**src/rtl/ctrl_pkg.sv**
```systemverilog
// rtl/ctrl_pkg.sv - shared opcodes, FSM states, ALU codes and control vector for the multicycle datapath
package ctrl_pkg;

    localparam logic [3:0] OP_RTYPE = 4'b0000;
    localparam logic [3:0] OP_ADDI  = 4'b0001;
    localparam logic [3:0] OP_LW    = 4'b0010;
    localparam logic [3:0] OP_SW    = 4'b0011;
    localparam logic [3:0] OP_BEQ   = 4'b0100;
    localparam logic [3:0] OP_J     = 4'b0101;
    localparam logic [3:0] OP_HALT  = 4'b1111;

    localparam logic [1:0] ALU_ADD   = 2'b00;
    localparam logic [1:0] ALU_SUB   = 2'b01;
    localparam logic [1:0] ALU_FUNCT = 2'b10;

    typedef enum logic [2:0] {
        S_FETCH  = 3'd0,
        S_DECODE = 3'd1,
        S_EXEC   = 3'd2,
        S_MEM    = 3'd3,
        S_WB     = 3'd4,
        S_HALT   = 3'd5
    } state_t;

    typedef struct packed {
        logic       ir_write;
        logic       pc_write;
        logic       beq;
        logic       jump;
        logic       reg_dst;
        logic       alu_src;
        logic       mem_to_reg;
        logic       reg_write;
        logic       mem_read;
        logic       mem_write;
        logic [1:0] alu_op;
        logic       instr_done;
        logic       illegal;
        logic       halted;
    } ctrl_t;

    function automatic logic is_legal(input logic [3:0] op);
        case (op)
            OP_RTYPE, OP_ADDI, OP_LW, OP_SW, OP_BEQ, OP_J, OP_HALT: return 1'b1;
            default: return 1'b0;
        endcase
    endfunction

endpackage

```
**src/rtl/ctrl_decode.sv**
```systemverilog
// rtl/ctrl_decode.sv - combinational control vector for the current state and latched opcode
module ctrl_decode
    import ctrl_pkg::*;
(
    input  state_t      state,
    input  logic [3:0]  op_q,
    input  logic [3:0]  opcode,
    input  logic        zero,
    input  logic        mem_ready,
    input  logic        timeout,
    output ctrl_t       ctrl
);

    always_comb begin
        ctrl = '0;
        case (state)
            S_FETCH: begin
                ctrl.ir_write = 1'b1;
                ctrl.pc_write = 1'b1;
            end
            S_DECODE: begin
                // op_q is loaded at the end of this cycle, so judge the live opcode here
                if (!is_legal(opcode)) begin
                    ctrl.illegal    = 1'b1;
                    ctrl.instr_done = 1'b1;
                end
            end
            S_EXEC: begin
                case (op_q)
                    OP_RTYPE: ctrl.alu_op = ALU_FUNCT;
                    OP_ADDI, OP_LW, OP_SW: begin
                        ctrl.alu_op  = ALU_ADD;
                        ctrl.alu_src = 1'b1;
                    end
                    OP_BEQ: begin
                        ctrl.alu_op     = ALU_SUB;
                        ctrl.beq        = 1'b1;
                        ctrl.pc_write   = zero;
                        ctrl.instr_done = 1'b1;
                    end
                    OP_J: begin
                        ctrl.jump       = 1'b1;
                        ctrl.pc_write   = 1'b1;
                        ctrl.instr_done = 1'b1;
                    end
                    default: ;
                endcase
            end
            S_MEM: begin
                ctrl.alu_src = 1'b1;
                ctrl.alu_op  = ALU_ADD;
                if (timeout) begin
                    ctrl.illegal    = 1'b1;
                    ctrl.instr_done = 1'b1;
                end else begin
                    ctrl.mem_read   = (op_q == OP_LW);
                    ctrl.mem_write  = (op_q == OP_SW);
                    ctrl.instr_done = mem_ready && (op_q == OP_SW);
                end
            end
            S_WB: begin
                ctrl.reg_write  = 1'b1;
                ctrl.reg_dst    = (op_q == OP_RTYPE);
                ctrl.mem_to_reg = (op_q == OP_LW);
                ctrl.instr_done = 1'b1;
            end
            S_HALT: ctrl.halted = 1'b1;
            default: ;
        endcase
    end

endmodule

```
**src/rtl/multicycle_ctrl.sv**
```systemverilog
// rtl/multicycle_ctrl.sv - multicycle sequencer: state register, latched opcode and memory wait counter
module multicycle_ctrl
    import ctrl_pkg::*;
#(
    parameter int MEM_TIMEOUT = 0
) (
    input  logic       clk,
    input  logic       rst,
    input  logic [3:0] opcode,
    input  logic       zero,
    input  logic       mem_ready,
    output logic       ir_write,
    output logic       pc_write,
    output logic       beq,
    output logic       jump,
    output logic       reg_dst,
    output logic       alu_src,
    output logic       mem_to_reg,
    output logic       reg_write,
    output logic       mem_read,
    output logic       mem_write,
    output logic [1:0] alu_op,
    output logic       instr_done,
    output logic       illegal,
    output logic       halted,
    output logic [2:0] state
);

    localparam int CW = (MEM_TIMEOUT > 0) ? $clog2(MEM_TIMEOUT + 1) : 1;
    localparam logic [CW-1:0] WAIT_MAX = CW'(MEM_TIMEOUT);

    state_t        state_q;
    state_t        state_d;
    logic [3:0]    op_q;
    logic [CW-1:0] wait_q;
    logic          timeout;
    ctrl_t         ctrl;

    assign timeout = (MEM_TIMEOUT != 0) && (state_q == S_MEM) && (wait_q == WAIT_MAX);

    always_comb begin
        state_d = S_FETCH;
        case (state_q)
            S_FETCH:  state_d = S_DECODE;
            S_DECODE: begin
                if (opcode == OP_HALT)
                    state_d = S_HALT;
                else if (!is_legal(opcode))
                    state_d = S_FETCH;
                else
                    state_d = S_EXEC;
            end
            S_EXEC: begin
                case (op_q)
                    OP_RTYPE, OP_ADDI: state_d = S_WB;
                    OP_LW, OP_SW:      state_d = S_MEM;
                    default:           state_d = S_FETCH;
                endcase
            end
            S_MEM: begin
                if (timeout)
                    state_d = S_FETCH;
                else if (mem_ready)
                    state_d = (op_q == OP_LW) ? S_WB : S_FETCH;
                else
                    state_d = S_MEM;
            end
            S_WB:     state_d = S_FETCH;
            S_HALT:   state_d = S_HALT;
            default:  state_d = S_FETCH;
        endcase
    end

    always_ff @(posedge clk) begin
        if (rst) begin
            state_q <= S_FETCH;
            op_q    <= 4'd0;
            wait_q  <= '0;
        end else begin
            state_q <= state_d;
            if (state_q == S_DECODE)
                op_q <= opcode;
            // counts stalled MEM cycles; every MEM entry comes through EXEC, which clears it
            if (state_q != S_MEM)
                wait_q <= '0;
            else if (!mem_ready && wait_q != WAIT_MAX)
                wait_q <= wait_q + CW'(1);
        end
    end

    ctrl_decode u_decode (
        .state     (state_q),
        .op_q      (op_q),
        .opcode    (opcode),
        .zero      (zero),
        .mem_ready (mem_ready),
        .timeout   (timeout),
        .ctrl      (ctrl)
    );

    // reset overrides the decode so an abandoned instruction issues nothing
    assign ir_write   = !rst && ctrl.ir_write;
    assign pc_write   = !rst && ctrl.pc_write;
    assign beq        = !rst && ctrl.beq;
    assign jump       = !rst && ctrl.jump;
    assign reg_dst    = !rst && ctrl.reg_dst;
    assign alu_src    = !rst && ctrl.alu_src;
    assign mem_to_reg = !rst && ctrl.mem_to_reg;
    assign reg_write  = !rst && ctrl.reg_write;
    assign mem_read   = !rst && ctrl.mem_read;
    assign mem_write  = !rst && ctrl.mem_write;
    assign alu_op     = rst ? 2'b00 : ctrl.alu_op;
    assign instr_done = !rst && ctrl.instr_done;
    assign illegal    = !rst && ctrl.illegal;
    assign halted     = !rst && ctrl.halted;
    assign state      = rst ? 3'd0 : 3'(state_q);

endmodule
```
**config.mk**
```make
export PLATFORM = sky130hd
export DESIGN_NAME = multicycle_ctrl
export DESIGN_NICKNAME = d
export VERILOG_FILES = /design/src/rtl/ctrl_pkg.sv /design/src/rtl/ctrl_decode.sv /design/src/rtl/multicycle_ctrl.sv
export SDC_FILE = /design/constraint.sdc
export NUM_CORES = 1
export LEC_CHECK = 0
export ABC_CLOCK_PERIOD_IN_PS = 2890
export BUFFER_PORTS_ARGS = -buffer_cell sky130_fd_sc_hd__buf_4
export CAP_MARGIN = 30
export CORE_AREA = 2 2 39 41
export CTS_CLUSTER_SIZE = 16
export DETAILED_ROUTE_END_ITERATION = 8
export DIE_AREA = 0 0 41 43
export GPL_ROUTABILITY_DRIVEN = 0
export HOLD_SLACK_MARGIN = 0.08
export PLACE_DENSITY = 0.71
export SYNTH_ARGS = -nofsm -noshare
export SYNTH_HDL_FRONTEND = slang
export SYNTH_SLANG_ARGS = --single-unit
```
**constraint.sdc**
```tcl
create_clock -name clk -period 2.89 [get_ports clk]
set_input_delay 0.1445 -clock clk [delete_from_list [all_inputs] [get_ports clk]]
set_output_delay 0.1445 -clock clk [all_outputs]
set_load 0.01 [all_outputs]
```
### After elaboration in Yosys (flattened, before gate mapping)

Cells that the tools add are included.

* input bits: 8
* logic and storage cells: 71
* register bits after elaboration: 7
* output and inout port bits: 18

* reductions and logical operators: 23
* equality and inequality tests: 16
* multiplexer cells: 30

Operators with widths (count)
* $eq A4 B2 Y1 const B: 4
* $eq A4 B3 Y1 const B: 4
* $pmux W3 S5: 1
* $logic_and A1 B1 Y1: 14
* $mux W2: 7
* $mux W1: 12
* $mux W3: 4
* $eq A4 B1 Y1 const B: 2
* $logic_not A4 Y1: 2
* $reduce_or A7 Y1: 1
* $eq A3 B2 Y1 const B: 2
* $eq A3 B3 Y1 const B: 2
* $pmux W1 S2: 3
* $pmux W3 S2: 1
* $reduce_or A2 Y1: 3
* $eq A4 B4 Y1 const B: 1
* $pmux W1 S4: 1
* $pmux W2 S2: 1
* $eq A3 B1 Y1 const B: 1
* $logic_not A3 Y1: 1
* $reduce_or A3 Y1: 1
* $logic_not A1 Y1: 1

### Longest topological paths before layout

* depth after elaboration: 8
* depth in mapped cells: 5
* mapped depth without buffers: 3

### By module

Synthesis repeated with hierarchy kept, for this count alone.

* cell total of the unflattened synthesis: 87
* area, all modules: 684.4 µm²

Modules (own cells, without submodules)
* multicycle_ctrl: cells an instance 55, area each 469.2 µm², instances 1, sequential area each 140.1 µm²
* ctrl_decode: cells an instance 32, area each 215.2 µm², instances 1, sequential area each 0.0 µm²

### Least setup slack after synthesis

No wires, ideal clock.

* path kind: reg2out
* start point: register state_q[2]
* end point: output instr_done
* required time: 2.746 ns
* cell stages (with the launch flop): 5
* arrival: 1.365 ns
* buffers on the path: 1
* path slack: 1.380 ns
* cells stage by stage: dfxtp_1 -> clkbuf_2 -> nor4b_1 -> a22oi_1 -> a311oi_1

* cells in the longest elaborated chain, start to end: 3
* elaborated cells on any way between the ends: 6
* those cells by class: eq/ne: 4; mux: 1; reduce/logical: 1

RTL lines
* start: declaration: RTL line multicycle_ctrl.sv:32 `state_t state_q;`
* start signal: assignment: RTL line multicycle_ctrl.sv:80 `state_q <= state_d;`
* $eq A3 B3 Y1 (tied with other cells): RTL line ctrl_decode.sv:16 `case (state)`
* $pmux W1 S4 *: RTL line ctrl_decode.sv:16
* $logic_and A1 B1 Y1 *: RTL line multicycle_ctrl.sv:113 `assign instr_done = !rst && ctrl.instr_done;`
* end: declaration: RTL line multicycle_ctrl.sv:23 `output logic instr_done,`

Every way passes the cells marked *; elsewhere a longest branch is shown, timed or not.

### Worst setup path in the final report

* start point: register state_q[0]
* end point: output instr_done

Same word-level chain as after synthesis.

==> out/metrics.cfg <==
[pwr]
ir_drop_v = 0.000250
seq_power_share_pct = 41.6
netSwitchingPower_mw = 0.0959
power_density_nw_per_um2 = 382
clkPwrFrac_pct = 28.9
swShare_pct = 32.4
combPwrFrac_pct = 29.5
internal_power_mw = 0.200
leakagePower_nw = 0.336

[floorplanning]
die_x_um = 41
start_util_pct = 40.9
dieArea_um2 = 1760
rows = 14
core-area_um2 = 1380
die_h_um = 43
io_pins = 26

[layout]
areaGrowthSynthToFinish_pct = 36.7
n_antenna_cell = 0
final_cells = 119
design_area_um2 = 773
fin_util_pct = 55.9
drive_gt1_share_pct = 28.2
final_nets = 112

[detailed_routing]
routed_wl_um = 1550
first_pass_iters = 4
routedWlPerCell_um = 13.0
post_drt_via_cell_ratio = 5.63
drc_errors = 0
via_count = 670
drt-initial-drc-count = 16
ant_nets = 0

[synth]
synth-edff-count = 0
yosys_warnings = 0
syn_avg_cell_area_um2 = 7.16
synth_nets = 87
synth_common_cells = a21oi_1, nor2b_1, dfxtp_1, nor2_1, nand2_1
synth_ff_type = dfxtp_1
yosysTopAreaCell = dfxtp_1
synth.ff_latch_count = 7
ys_types = 31
seq_area_frac_synth_pct = 24.8
synth_top_area_share_pct = 24.8
yosys-top-cells-area = dfxtp_1, nor2b_1, a21oi_1, nor3b_1, nor2_1
postSynthCellCount = 79
async_reset_ff_share_pct = 0
syn-cell-area_um2 = 566

[clock_tree]
tritoncts = done
clock_sinks = 7
clockRootBuffer = clkbuf_4
hold_buffers = 0
cts_made_buffers = 3
clock_path_buffers = 2
htreeDepth = 1
cts.repair.resized = 0
clk_pin_slew_ns = 0.05
post_cts_buffers = 0
clock_latency_ns = 0.25

[critical_path]
cp.buffers_inverters = 1
crit_type = flip-flop to output pin
crit_chain = nor3b_1, nand3_1, a311oi_1, buf_4
critPathRequiredTime_ns = 2.75
critPathMaxFanout = 14
endpoint_kind = output pin
slowest_stage = dfxtp_1
crit_path_max_incr_delay_ns = 0.55
worstSetupPathDepth = 4
critPathArrivalTime_ns = 1.92
reg2regPathDepth = 3
crit_path_start_kind = flip-flop
path_delay_family = simple AND/OR/NAND/NOR gates

[global_route]
gr-total-overflow = 0
grt_max_degree = 18
grt_pass1_wl_um = 2380
antenna_found_initial = 0
track_usage_pct = 19.6
grt_pass1_vias = 568

[timing]
postLayoutSetupSlackWorst_ns = 0.830
tns_ns = 0
final-hold-violation-count = 0
max_freq_ghz = 0.485
rsz0062_at_grt = false
final.setup_skew_ns = 0.00237
slew_viol_final = 0
fin_crit_ns = 2.06
max-slew-margin-rel_pct = 66.0
finalSetupViolations = 0
fin_crit_sh_pct = 71.3
max_slew.worst_pin.slew_ns = 0.503

[hold_path]
hp-class = input pin to flip-flop
hold_depth = 3

[placement]
placed_area_um2 = 747
dp.cells = 115
io_buffers = 25
dp_slack_ns = 1.12

[job]
maxCapViolations = 0

[outcome]
status = complete, no violations

area by class of cell:
| type | instances | area, µm² |
|---|---|---|
| Clock buffer | 4 | 26.3 |
| Timing Repair Buffer | 25 | 188 |
| Fill cell | 142 | 611 |
| Multi-Input combinational cell | 66 | 395 |
| Tap cell | 16 | 20.0 |
| Sequential cell | 7 | 140 |
| Inverter | 1 | 3.75 |
flip-flops by register name, indices dropped and copies added (netlist names):
| register | cells |
|---|---|
| state_q | 3 |
| op_q | 4 |
cell families (layout without fill, tap and decap cells):
kind of cell	Yosys count	in the layout	synth area share, %
buffers and inverters	6	30	5.31
AND/OR/NAND/NOR	43	43	44.0
flip-flops	7	7	24.8
AO/OA/AOI/OAI	22	22	24.3
XOR/XNOR	1	1	1.55
layer usage:
| metal | track usage [%] | wire, µm |
|---|---|---|
| met3 | 1.57 | 120 |
| met2 | 34.1 | 762 |
| met5 | 0 | 0 |
| met4 | 10.0 | 13 |
| met1 | 21.9 | 652 |
power by group through the flow:
stage               logic (mW)  registers [mW]  clock network, mW
finish                  0.0871           0.123             0.0855
global route            0.0970           0.125             0.0957
CTS                     0.0879           0.123             0.0880
global placement        0.0866           0.124                  0
detailed placement      0.0875           0.125                  0
floorplan               0.0648           0.114                  0
worst reg2reg max path, delay by kind of cell, from the launching register on:
| family | cells | cell delay [ns] |
|---|---|---|
| DFF | 1 | 0.45 |
| and+or+nand+nor | 2 | 0.75 |
| AOI/OAI and AO/OA | 1 | 0.16 |
final timing paths:
check / from / endpoint / slack [ns]
worst min register to register: op_q[2] / op_q[2] / 0.53
worst max register to register: op_q[1] / state_q[2] / 1.45
worst max-delay path: state_q[0] / instr_done / 0.83
worst min-delay path: opcode[1] / op_q[1] / 0.17
cell usage in the layout, fill, tap and decap left out, types with 2 or more instances in the layout:
cell,netlist,final
a21o_1,2,2
a21oi_1,8,8
buf_4,1,25
clkbuf_4,0,3
dfxtp_1,7,7
nand2_1,6,6
nand2b_1,2,2
nand3_1,2,2
nand4_1,3,3
nor2_1,7,7
nor2b_1,8,8
nor3_1,3,3
nor3b_1,4,4
nor4b_1,2,2
o21ai_0,5,5
or3b_1,2,2
per-stage QoR:
step                hold slack [ns]  power (mW)
finish                        0.171       0.295
global route                  0.175       0.317
CTS                           0.169       0.299
detailed placement            0.430       0.212
global placement              0.436       0.211
floorplan                     0.281       0.179
(Power assumes the default switching activity.)
